`src/rtl/snake_pkg.sv`:
```
// Shared types for the snake engine: move directions, game states and
// the reversal check used to reject 180-degree turns.
package snake_pkg;

  typedef enum logic [1:0] {
    DIR_UP    = 2'd0,
    DIR_DOWN  = 2'd1,
    DIR_RIGHT = 2'd2,
    DIR_LEFT  = 2'd3
  } dir_t;

  typedef enum logic [1:0] {
    ST_IDLE = 2'd0,
    ST_RUN  = 2'd1,
    ST_OVER = 2'd2
  } state_t;

  function automatic dir_t opposite(input dir_t d);
    dir_t r;
    case (d)
      DIR_UP:    r = DIR_DOWN;
      DIR_DOWN:  r = DIR_UP;
      DIR_RIGHT: r = DIR_LEFT;
      DIR_LEFT:  r = DIR_RIGHT;
      default:   r = DIR_RIGHT;
    endcase
    return r;
  endfunction

endpackage

```
`src/rtl/snake_body_hit.sv`:
```
// Parallel compare of one grid cell against every body segment; only
// segments below count take part.
module snake_body_hit #(
  parameter int unsigned MAX_LEN = 128,
  parameter int unsigned XW      = 6,
  parameter int unsigned YW      = 6,
  parameter int unsigned LW      = 8
) (
  input  logic [XW-1:0] cell_x,
  input  logic [YW-1:0] cell_y,
  input  logic [XW-1:0] seg_x [MAX_LEN],
  input  logic [YW-1:0] seg_y [MAX_LEN],
  input  logic [LW-1:0] count,
  output logic          hit_c
);

  always_comb begin
    hit_c = 1'b0;
    for (int unsigned i = 0; i < MAX_LEN; i++) begin
      if ((LW'(i) < count) && (seg_x[i] == cell_x) && (seg_y[i] == cell_y)) begin
        hit_c = 1'b1;
      end
    end
  end

endmodule

```
`src/rtl/snake_engine.sv`:
```
// Snake game engine: body shift register, direction latch, move/collision
// logic and a registered pixel query against the body.
module snake_engine
  import snake_pkg::*;
#(
  parameter int unsigned GRID_W   = 64,
  parameter int unsigned GRID_H   = 48,
  parameter int unsigned MAX_LEN  = 128,
  parameter int unsigned INIT_LEN = 6,
  parameter int unsigned WRAP     = 0,
  localparam int unsigned XW = $clog2(GRID_W),
  localparam int unsigned YW = $clog2(GRID_H),
  localparam int unsigned LW = $clog2(MAX_LEN + 1)
) (
  input  logic          clk,
  input  logic          reset,
  input  logic          start,
  input  logic          tick,
  input  logic [1:0]    dir_in,
  input  logic          dir_valid,
  input  logic [XW-1:0] apple_x,
  input  logic [YW-1:0] apple_y,
  input  logic [XW-1:0] query_x,
  input  logic [YW-1:0] query_y,
  output logic          query_hit,
  output logic [XW-1:0] head_x,
  output logic [YW-1:0] head_y,
  output logic [LW-1:0] length,
  output logic          ate,
  output logic          game_over,
  output logic          running
);

  state_t        state, state_next;
  dir_t          cur_dir, pending_dir, eff_dir;
  logic [XW-1:0] seg_x [MAX_LEN];
  logic [YW-1:0] seg_y [MAX_LEN];

  logic [XW-1:0] new_x;
  logic [YW-1:0] new_y;
  logic          edge_hit, wall_hit, apple_match, grow;
  logic          move_fire, collision, self_hit_c, query_hit_c;
  logic [LW-1:0] self_count;

  assign head_x = seg_x[0];
  assign head_y = seg_y[0];

  // Next head cell; edge_hit flags a step off the grid (value is wrapped).
  always_comb begin
    new_x    = seg_x[0];
    new_y    = seg_y[0];
    edge_hit = 1'b0;
    case (pending_dir)
      DIR_UP: begin
        if (seg_y[0] == '0) begin
          edge_hit = 1'b1;
          new_y    = YW'(GRID_H - 1);
        end else begin
          new_y = seg_y[0] - YW'(1);
        end
      end
      DIR_DOWN: begin
        if (seg_y[0] == YW'(GRID_H - 1)) begin
          edge_hit = 1'b1;
          new_y    = '0;
        end else begin
          new_y = seg_y[0] + YW'(1);
        end
      end
      DIR_RIGHT: begin
        if (seg_x[0] == XW'(GRID_W - 1)) begin
          edge_hit = 1'b1;
          new_x    = '0;
        end else begin
          new_x = seg_x[0] + XW'(1);
        end
      end
      DIR_LEFT: begin
        if (seg_x[0] == '0) begin
          edge_hit = 1'b1;
          new_x    = XW'(GRID_W - 1);
        end else begin
          new_x = seg_x[0] - XW'(1);
        end
      end
      default: begin
        new_x = seg_x[0];
      end
    endcase
  end

  assign wall_hit    = edge_hit && (WRAP == 0);
  assign apple_match = (new_x == apple_x) && (new_y == apple_y);
  assign grow        = apple_match && (length < LW'(MAX_LEN));
  // The tail vacates its cell on a plain move, so it only blocks when growing.
  assign self_count  = grow ? length : (length - LW'(1));
  assign move_fire   = (state == ST_RUN) && tick;
  assign collision   = move_fire && (wall_hit || self_hit_c);
  assign eff_dir     = move_fire ? pending_dir : cur_dir;

  snake_body_hit #(
    .MAX_LEN(MAX_LEN), .XW(XW), .YW(YW), .LW(LW)
  ) u_query_hit (
    .cell_x(query_x),
    .cell_y(query_y),
    .seg_x (seg_x),
    .seg_y (seg_y),
    .count (length),
    .hit_c (query_hit_c)
  );

  snake_body_hit #(
    .MAX_LEN(MAX_LEN), .XW(XW), .YW(YW), .LW(LW)
  ) u_self_hit (
    .cell_x(new_x),
    .cell_y(new_y),
    .seg_x (seg_x),
    .seg_y (seg_y),
    .count (self_count),
    .hit_c (self_hit_c)
  );

  always_ff @(posedge clk) begin
    if (!reset) begin
      state <= ST_IDLE;
    end else begin
      state <= state_next;
    end
  end

  always_comb begin
    state_next = state;
    case (state)
      ST_IDLE: if (start)     state_next = ST_RUN;
      ST_RUN:  if (collision) state_next = ST_OVER;
      ST_OVER: if (start)     state_next = ST_IDLE;
      default:                state_next = ST_IDLE;
    endcase
  end

  // Body, direction and status registers; reset wins over any pending move.
  always_ff @(posedge clk) begin
    if (!reset) begin
      cur_dir     <= DIR_RIGHT;
      pending_dir <= DIR_RIGHT;
      length      <= LW'(INIT_LEN);
      for (int unsigned i = 0; i < MAX_LEN; i++) begin
        seg_x[i] <= (i < INIT_LEN) ? XW'(INIT_LEN - 1 - i) : '0;
        seg_y[i] <= '0;
      end
      ate       <= 1'b0;
      game_over <= 1'b0;
      running   <= 1'b0;
      query_hit <= 1'b0;
    end else begin
      ate <= 1'b0;
      if (move_fire) begin
        cur_dir <= pending_dir;
        if (!collision) begin
          for (int unsigned i = 1; i < MAX_LEN; i++) begin
            seg_x[i] <= seg_x[i-1];
            seg_y[i] <= seg_y[i-1];
          end
          seg_x[0] <= new_x;
          seg_y[0] <= new_y;
          if (grow) begin
            length <= length + LW'(1);
          end
          ate <= apple_match;
        end
      end
      if (dir_valid && (dir_in != opposite(eff_dir))) begin
        pending_dir <= dir_t'(dir_in);
      end
      game_over <= (state_next == ST_OVER);
      running   <= (state_next == ST_RUN);
      query_hit <= query_hit_c;
    end
  end

endmodule

```
`config.mk`:
```
export PLATFORM = sky130hd
export DESIGN_NAME = snake_engine
export DESIGN_NICKNAME = d
export VERILOG_FILES = /design/src/rtl/snake_pkg.sv /design/src/rtl/snake_body_hit.sv /design/src/rtl/snake_engine.sv
export SDC_FILE = /design/constraint.sdc
export NUM_CORES = 2
export LEC_CHECK = 0
export BUFFER_PORTS_ARGS = -buffer_cell sky130_fd_sc_hd__buf_2
export CORE_MARGIN = 1.5
export CORE_UTILIZATION = 55
export CTS_BUF_LIST = sky130_fd_sc_hd__clkbuf_4
export CTS_CLUSTER_DIAMETER = 50
export CTS_CLUSTER_SIZE = 25
export DETAILED_ROUTE_END_ITERATION = 6
export MAX_ROUTING_LAYER = met4
export PLACE_DENSITY = 0.71
export RECOVER_POWER = 25
export SETUP_SLACK_MARGIN = 0.1
export SLEW_MARGIN = 30
export SYNTH_ARGS = -nofsm -noshare
export SYNTH_HDL_FRONTEND = slang
export SYNTH_SLANG_ARGS = --single-unit
```
`constraint.sdc`:
```
create_clock -name clk -period 5.9 [get_ports clk]
set_input_delay 0.885 -clock clk [delete_from_list [all_inputs] [get_ports clk]]
set_output_delay 0.885 -clock clk [all_outputs]
set_load 0.03 [all_outputs]
```
==> results by group <==
STA
  • Final Setup Violations: 0
  • Slew HR: 0.0401
  • Minimum clock period: 5.85 ns
  • Final period util: 0.992
  • Fmax: 171 MHz
  • Final Hold Viols: 0
  • Clock skew: 0.113 ns
  • Pin slew with the least headroom to its limit: 1.44 ns
  • Fin. max-slew vios: 0
  • Setup TNS: 0 ns
  • RSZ-0062 raised after global routing: yes

Power and ir drop
  • Pleak: 0.0493 uW
  • VDD IR max: 0.000204 V
  • Power Dens Cells: 233 mW/mm^2

Setup path
  • Reg2reg end: seg_x[507]
  • CP Class: reg -> reg
  • Setup slack, reg-to-reg: 0.05 ns
  • Startpoint types: flop
  • Worst Path Arrival: slightly above 7 ns
  • RR Startpoint: length[2]
  • Critical path peak fanout: 27
  • FF-to-FF path depth: 19
  • CP endpoint kind: flop
  • Crit path required time: between 7 and 8 ns

Hold path
  • Hold path cells: 6
  • Hold Crit Endpoint: cur_dir[1]
  • Worst hold start: tick
  • Worst hold path class: in -> reg

Yosys
  • Synth Flop Type: dfxtp_1
  • Syn Std Cell Area: 0.0949 mm^2
  • Synth Instances: 10,400
  • Syn Area/Cell: 9.12 um^2
  • Ys Warns: 0
  • Library cells used by synthesis: 102
  • Synth Register Bits: 1,554
  • Syn nets: 10,400
  • Post-synth EDFFs: 0
  • Seq/Total Area, Yosys: 0.328
  • Post-synthesis async set-or-reset flop share: 0

Clocking
  • Clock sink count: 1,554
  • H-tree levels: 4
  • Clk slew on worst S/H paths: 0.15 ns
  • Cts bufs inserted: 165
  • Worst skew pair latency: ~1.4 ns
  • Clock root buffer: clkbuf_4
  • CTS tree: yes
  • Clock Tree Buf Depth: 3

Place
  • Cells after DPL: 12,700
  • Routability Congestion: 1.06
  • Hpwl dp: 253 mm
  • Buffers on Ports: 54

Drt
  • Via Count: between 80,000 and 90,000
  • Post-DR wirelength/cell: 27.6 um
  • Iteration-0 DRC Markers: 10,300
  • Drc violations: 0
  • Routed wire length: 362 mm
  • Post-route ant nets: 0
  • Vias/cell: 6.22
  • DR pass1 iterations: 6

Die
  • Die Y: 418 um
  • Die W: 418 um
  • Num ports: 55
  • Die area: roughly 0.17 mm^2
  • Initial Utilization: 0.553
  • # rows: 152
  • Core Region: 0.172 mm^2

Cells and area
  • Commonest non-fill, non-tap cell in the layout: xnor2_1
  • Syn-to-layout area delta: 12.2%
  • Most frequent cells in the layout: xnor2_1 (1,681), nor2_1 (1,635), dfxtp_1 (1,553)
  • Fill count: about 15,000
  • Layout Nets: 10,700
  • Post-Layout Cell Count: around 13,000
  • Share of layout cells above drive strength 1: 0.115

Global routing
  • Grt total ovfl: 0
  • Initial antenna violation count: 22
  • Total GRT Usage: 0.409
  • Vias in the first global route: ~78,000
  • Largest net degree at the start of global routing: about 220
  • First-pass GRT wire length: between 500 and 600 mm

Run
  • Max-cap violation count: 0

Status
  • Run status: complete, no violations
## worst max-delay path by stage
stage | from | endpoint | slack [ns] | depth (start not counted)
after CTS | head_x[1] | head_y[5] | 0.1 | 25
final | length[2] | seg_x[507] | 0.05 | 19
after floorplan | head_x[1] | head_x[3] | 0.72 | 24
after detailed placement | apple_y[1] | seg_y[464] | -0.90 | 23
after global placement | apple_y[1] | seg_x[455] | -0.92 | 23
after global routing | head_x[1] | head_y[5] | 0.009 | 24
## power by group
part           internal (uW)  total (uW)  switching (uW)
Combinational           2960        7200            4240
Clock                   2480        7010            4540
Sequential             10500       10500            26.2
## cells by family after synthesis
logic type | count (synthesis) | synth area share
XOR/XNOR | 3060 | 0.283
AND/OR/NAND/NOR | 2976 | 0.146
flip-flops | 1554 | 0.328
multiplexers | 1542 | 0.163
buffers and inverters | 783 | 0.0439
AO/OA/AOI/OAI | 472 | 0.0352
adder cells (fa/ha/maj) | 9 | 0.00119
## critical path: stages, from the launching register on
cell and delay (ns):
dfxtp_1 0.52, clkbuf_1 1.08, nand2_1 0.54, nor2_2 0.74, o21ai_0 0.19, mux2i_1 0.31, a22oi_1 0.18, and3_1 0.22
o2111ai_2 0.08, o31ai_2 0.09, buf_4 0.16, a31oi_1 0.24, nor3_2 0.08, buf_4 0.16, nand2_8 0.13, buf_12 0.19
buf_12 0.20, buf_12 0.22, mux2i_1 0.21, nor2_1 0.05
## registers in the layout (all words and copies together), names as in the netlist, 2 cells and up
register     flops
state            2
seg_x          762
head_x           6
seg_y          762
cur_dir          2
length           8
pending_dir      2
head_y           6
## per-layer routing
metal,part of all wire,global-route usage,vias to the layer above
met2,0.43,0.606,4529
li1,-,-,35800
met4,0.068,0.245,0
met1,0.39,0.507,39900
met5,0,-,-
met3,0.10,0.0901,1228
## synthesized netlist by cell type, types with 6 or more instances
| library cell | instances | area, um^2 |
|---|---|---|
| a2111oi_0 | 16 | 140 |
| a211oi_1 | 14 | 105 |
| a21o_1 | 7 | 52.6 |
| a21oi_1 | 103 | 515 |
| a221oi_1 | 6 | 52.6 |
| a22oi_1 | 14 | 105 |
| a311oi_1 | 6 | 52.6 |
| a31oi_1 | 30 | 188 |
| and2_1 | 14 | 87.6 |
| and3_1 | 28 | 175 |
| buf_1 | 101 | 379 |
| buf_2 | 192 | 961 |
| buf_4 | 46 | 345 |
| buf_6 | 108 | 1220 |
| clkbuf_1 | 312 | 1170 |
| dfxtp_1 | 1554 | 31100 |
| ha_1 | 9 | 113 |
| inv_1 | 17 | 63.8 |
| mux2i_1 | 1536 | 15400 |
| nand2_1 | 183 | 687 |
| nand2b_1 | 8 | 50.1 |
| nand3_1 | 145 | 726 |
| nand4_1 | 369 | 2310 |
| nor2_1 | 1641 | 6160 |
| nor2b_1 | 9 | 56.3 |
| nor3_1 | 83 | 415 |
| nor4_1 | 433 | 2710 |
| o2111ai_1 | 71 | 622 |
| o211ai_1 | 9 | 67.6 |
| o21a_1 | 9 | 67.6 |
| o21ai_0 | 65 | 325 |
| o22ai_1 | 22 | 138 |
| o31ai_1 | 10 | 75.1 |
| o41ai_1 | 9 | 78.8 |
| or3_1 | 22 | 138 |
| or4_1 | 6 | 45.0 |
| xnor2_1 | 1682 | 14700 |
| xor2_1 | 1377 | 12100 |
## final cells by class
| class | count | area (um^2) | area share |
|---|---|---|---|
| multi-input combinational | 8059 | 60400 | 0.568 |
| sequential | 1554 | 31100 | 0.292 |
| timing repair buffer | 815 | 8980 | 0.0844 |
| tap | 2310 | 2890 | 0.0272 |
| clock inverter | 128 | 1470 | 0.0138 |
| clock buffer | 181 | 1360 | 0.0128 |
| inverter | 23 | 93.8 | 0.000882 |
| antenna | 32 | 80.1 | 0.000753 |
## repair_timing
action	4_1_cts	5_1_grt
cloned	1	24
buffers inserted	8	32
resized for setup	47	94
pin swaps	9	27
setup endpoints to repair	1549	1545
endpoints found under the hold margin	10	0
hold buffers	6	0
## per-stage QoR
step	hold WS (ns)	power, uW	utilization	cell area [um^2]	setup WS, ns
floorplan	0.440	15300	-	94900	0.722
global placement	0.450	17300	0.592	102000	-0.915
detailed placement	0.466	17500	0.593	102000	-0.903
CTS	0.167	24300	0.612	105000	0.0981
global route	0.206	25500	0.620	106000	0.00931
finish	0.225	24800	0.620	106000	0.0485
(Power assumes the default switching activity.)
